**src/rtl/uart_rx.sv**
```systemverilog
// uart_rx: 16x-oversampled 8N1-style UART receiver with a one-entry valid/ready holding register.
// Define UART_RX_MAJORITY_EN to vote each bit sample over the last three ticks.
module uart_rx #(
    parameter int DATA_BITS = 8
) (
    input  logic                 clk_i,
    input  logic                 rst_i,
    input  logic                 tick_16x_i,
    input  logic                 rx_i,
    output logic [DATA_BITS-1:0] data_o,
    output logic                 valid_o,
    input  logic                 ready_i,
    output logic                 frame_err_o,
    output logic                 overrun_o,
    output logic                 busy_o
);
    typedef enum logic [2:0] {IDLE, START, DATA, STOP, BREAK} state_t;
    localparam logic [2:0] LAST_BIT = 3'(DATA_BITS - 1);
    state_t               state, state_nx;
    logic [3:0]           tick_cnt, tick_cnt_nx;
    logic [2:0]           bit_idx, bit_idx_nx;
    logic [DATA_BITS-1:0] shift, shift_nx;
    logic                 rx_q, rx_s, bit_s, stop_smp, load;

    always_ff @(posedge clk_i or negedge rst_i)
        if (!rst_i) {rx_s, rx_q} <= 2'b11;
        else        {rx_s, rx_q} <= {rx_q, rx_i};

`ifdef UART_RX_MAJORITY_EN
    logic [1:0] hist;
    always_ff @(posedge clk_i or negedge rst_i)
        if (!rst_i)          hist <= 2'b11;
        else if (tick_16x_i) hist <= {hist[0], rx_s};
    assign bit_s = (hist[1] & hist[0]) | (hist[1] & rx_s) | (hist[0] & rx_s);
`else
    assign bit_s = rx_s;
`endif

    always_comb begin
        state_nx    = state;
        tick_cnt_nx = tick_cnt;
        bit_idx_nx  = bit_idx;
        shift_nx    = shift;
        stop_smp    = 1'b0;
        if (tick_16x_i) begin
            if (state inside {START, DATA, STOP}) tick_cnt_nx = tick_cnt + 4'd1;
            case (state)
                IDLE: if (!rx_s) begin
                    state_nx    = START;
                    tick_cnt_nx = '0;
                end
                START: if (tick_cnt == 4'd7) begin
                    state_nx    = bit_s ? IDLE : DATA;
                    tick_cnt_nx = '0;
                    bit_idx_nx  = '0;
                end
                DATA: if (tick_cnt == 4'd15) begin
                    shift_nx   = {bit_s, shift[DATA_BITS-1:1]};
                    bit_idx_nx = bit_idx + 3'd1;
                    state_nx   = (bit_idx == LAST_BIT) ? STOP : DATA;
                end
                STOP: if (tick_cnt == 4'd15) begin
                    stop_smp = 1'b1;
                    state_nx = bit_s ? IDLE : BREAK;
                end
                BREAK: if (rx_s) state_nx = IDLE;
                default: state_nx = IDLE;
            endcase
        end
    end

    // A full register accepts a new byte only if it is being drained this very cycle.
    assign load = stop_smp && (!valid_o || ready_i);

    always_ff @(posedge clk_i or negedge rst_i)
        if (!rst_i) begin
            state       <= IDLE;
            tick_cnt    <= '0;
            bit_idx     <= '0;
            shift       <= '0;
            data_o      <= '0;
            valid_o     <= 1'b0;
            frame_err_o <= 1'b0;
            overrun_o   <= 1'b0;
            busy_o      <= 1'b0;
        end else begin
            state     <= state_nx;
            tick_cnt  <= tick_cnt_nx;
            bit_idx   <= bit_idx_nx;
            shift     <= shift_nx;
            overrun_o <= stop_smp && !load;
            busy_o    <= state_nx != IDLE;
            if (load) begin
                data_o      <= shift;
                frame_err_o <= !bit_s;
                valid_o     <= 1'b1;
            end else if (ready_i) begin
                valid_o <= 1'b0;
            end
        end
endmodule

```
**config.mk**
```make
export PLATFORM = sky130hd
export DESIGN_NAME = uart_rx
export DESIGN_NICKNAME = d
export VERILOG_FILES = /design/src/rtl/uart_rx.sv
export SDC_FILE = /design/constraint.sdc
export NUM_CORES = 1
export LEC_CHECK = 0
export CORE_MARGIN = 2
export CORE_UTILIZATION = 57
export CTS_BUF_LIST = sky130_fd_sc_hd__clkbuf_4
export DETAILED_ROUTE_END_ITERATION = 16
export PLACE_DENSITY_LB_ADDON = 0.08
export SLEW_MARGIN = 20
export SYNTH_ARGS = -nofsm -noshare
export SYNTH_HDL_FRONTEND = slang
export SYNTH_SLANG_ARGS = --single-unit
```
**constraint.sdc**
```tcl
create_clock -name clk_i -period 2.2 [get_ports clk_i]
set_input_delay 0.44 -clock clk_i [delete_from_list [all_inputs] [get_ports clk_i]]
set_output_delay 0.44 -clock clk_i [all_outputs]
set_load 0.05 [all_outputs]
```
==> qor.yml <==
setup_path:
  worst_setup_path_start_kind: "flip-flop"
  worstPathArrival_ns: 1.50
  cp_slowest_cell: "clkdlybuf4s50_1"
  critPathMaxFanout: 2
  reg2reg_setup_slack_ns: 0.36
  worstSetupPathType: "reg -> out"
  crit_path_cell_trace: "clkdlybuf4s50_1"
  required_ns: 1.76
  slowest_delay_ns: 0.81
  cp_num_buf_inv: 1
  crit_family: "buffers and inverters"
  end_kind: "primary output"
global_routing:
  antenna_found_initial: 0
  grt.overflow.total: 0
  grt_start_max_net_pins: 33
  grt_pass1_wl_um: 3970
  grt_use_met3_pct: 4.92
  grt_pass1_vias: 906
  grt_use_met2_pct: 30.2
  grt.total_usage_pct: 19.2
  grtUsageMet1_pct: 24.3
  grt_busiest_layer: "met2"
timing:
  setup_violations: 0
  worst_clock_skew_ns: 0.00374
  slew_viol_final: 0
  slew_headroom_pct: 66.5
  fin_worst_hold_slack_ns: 0.364
  worst_slew_pin_slew_ns: 0.501
  period_needed_ns: 1.94
  finalSetupTns_ns: 0
  fin_crit_sh_pct: 88.1
  fin_ws_ns: 0.262
  rsz0062_at_grt: "no"
  clock.fmax_mhz: 516
  hold_viol_final: 0
drt:
  antenna_left: 0
  routed_wl_um: 2320
  drc: 0
  first_pass_iters: 4
  drt_iter0_drc: 12
  detail_route.wl_per_cell_um: 13.7
  vias_per_cell: 5.56
  dr_total_vias: 940
clocking:
  cts_tree: "done"
  cts_buffers: 5
  cts_resized: 0
  insertion_delay_ns: 0.32
  ctsHoldBuffers: 0
  path_clk_slew_ns: 0.09
  cts_buffer_depth: 2
  numClockSinks: 32
  htree_levels: 2
  post_cts_buffers: 0
  root_buffer: "clkbuf_4"
power_and_ir_drop:
  switching_share_pct: 28.4
  p_leak_nw: 0.778
  power_frac_comb_pct: 19.5
  power.switching_mw: 0.425
  p_int_mw: 1.07
  power.total_mw: 1.50
  power_frac_seq_pct: 51.1
  p_clk_share_pct: 29.4
  ir_drop_v: 0.000838
  p_per_area_nw_per_um2: 872
finish:
  drive_above_1_share_pct: 28.1
  mostFrequentLayoutCell: "dfrtp_1"
  layout.area.seq_um2: 803
  n_antenna_cell: 0
  fillCellCount: 183
  area_delta_synth_final_pct: 17.4
  multiInputGateArea_um2: 604
  layout.nets: 146
  layout_common_cells: "30 x dfrtp_1, 17 x mux2_2, 16 x clkdlybuf4s50_1"
  fin_util_pct: 70.0
die:
  design.core.area_um2: 2450
  dieArea_um2: 2990
  num_rows: 18
  die_h_um: 54.7
  die_w_um: 54.7
  ios: 17
  start_util_pct: 59.6
min_path:
  worstHoldPathType: "reg -> reg"
synthesis:
  yosys_register_bits: 32
  synth_ff_type: "dfrtp_1"
  syn_inst: 117
  yosysSeqAreaShare_pct: 54.9
  syn_area_um2: 1460
  synthArstFlopShare_pct: 100
  synth_edf_count: 0
  synth.avg_cell_area_um2: 12.5
  yosysWarnings: 0
  synth_cell_type_count: 32
  syn-num-nets: 125
run_status:
  run_status: "completed"
flow_run:
  maxCapViolCount: 0
place:
  dpl_worst_slack_ns: 0.130
  place_congestion: 0.766
  portBuffers: 16
  hpwl_um: 1660
[state kept, by name, summed over array words and instances (netlist names)]
signal,cells
busy_o,1
shift,8
rx_q,1
overrun_o,1
data_o,8
frame_err_o,1
bit_idx,3
bit_s,1
state,3
valid_o,1
tick_cnt,4
[metrics by stage]
| stage | instance area (µm²) | instances |
|---|---|---|
| after floorplan | 1460 | 117 |
| after global placement | 1640 | 161 |
| after detailed placement | 1640 | 161 |
| after CTS | 1720 | 169 |
| after global routing | 1720 | 169 |
| final | 1720 | 169 |
[synthesized netlist by cell type (all sizes together), types with 2 or more instances]
master	n	area, µm²
dfrtp	30	751
xnor2	3	26.3
nand2b	2	12.5
nand2	6	22.5
inv	3	11.3
nor3b	3	33.8
nor2b	7	46.3
ha	3	37.5
nor2	7	26.3
mux2	17	191
a21oi	5	25.0
buf	5	45.0
nand4	2	18.8
dfstp	2	52.6
o21ai	5	28.8
nand3	4	25.0
nor3	3	20.0
mux2i	3	30.0
[power by group through the flow]
stage          Clock [mW]  Sequential, mW  Combinational (mW)
4_1_cts             0.454           0.766               0.299
3_5_place_dp            0           0.777               0.298
5_1_grt             0.484           0.781               0.341
2_1_floorplan           0           0.741               0.267
3_3_place_gp            0           0.770               0.281
6_report            0.441           0.766               0.292
[path summary, 6_finish.rpt]
kind / start / to / cells past startpoint
max: data_o[4] / data_o[4] / 1
min: rx_q / bit_s / 0
max reg2reg: tick_cnt[0] / data_o[4] / 6
min reg2reg: rx_q / bit_s / 0
max in group asynchronous: rst_i / bit_s / 2
min in group asynchronous: rst_i / tick_cnt[2] / 2
[cell families after synthesis]
group	count (synthesis)	share of synthesized area [%]
buf+inv	8	3.85
simple gates	37	15.9
xor+xnor	4	2.39
fa+ha+maj	3	2.56
compound gates	13	5.30
flops	32	54.9
mux	20	15.1
[layer usage]
metal  vias up  wire (µm)
met5         -          0
li1        450          -
met3         5         89
met2        19       1110
met1       466       1090
met4         0         33
[area by class of cell]
| class | instances | area share [%] |
|---|---|---|
| Sequential cell | 32 | 46.7 |
| Multi-Input combinational cell | 77 | 35.2 |
| Timing Repair Buffer | 19 | 10.6 |
| Clock buffer | 6 | 2.62 |
| Tap cell | 30 | 2.18 |
| Clock inverter | 2 | 2.04 |
| Inverter | 3 | 0.655 |
No activity file was read; power rests on OpenSTA's default activity.
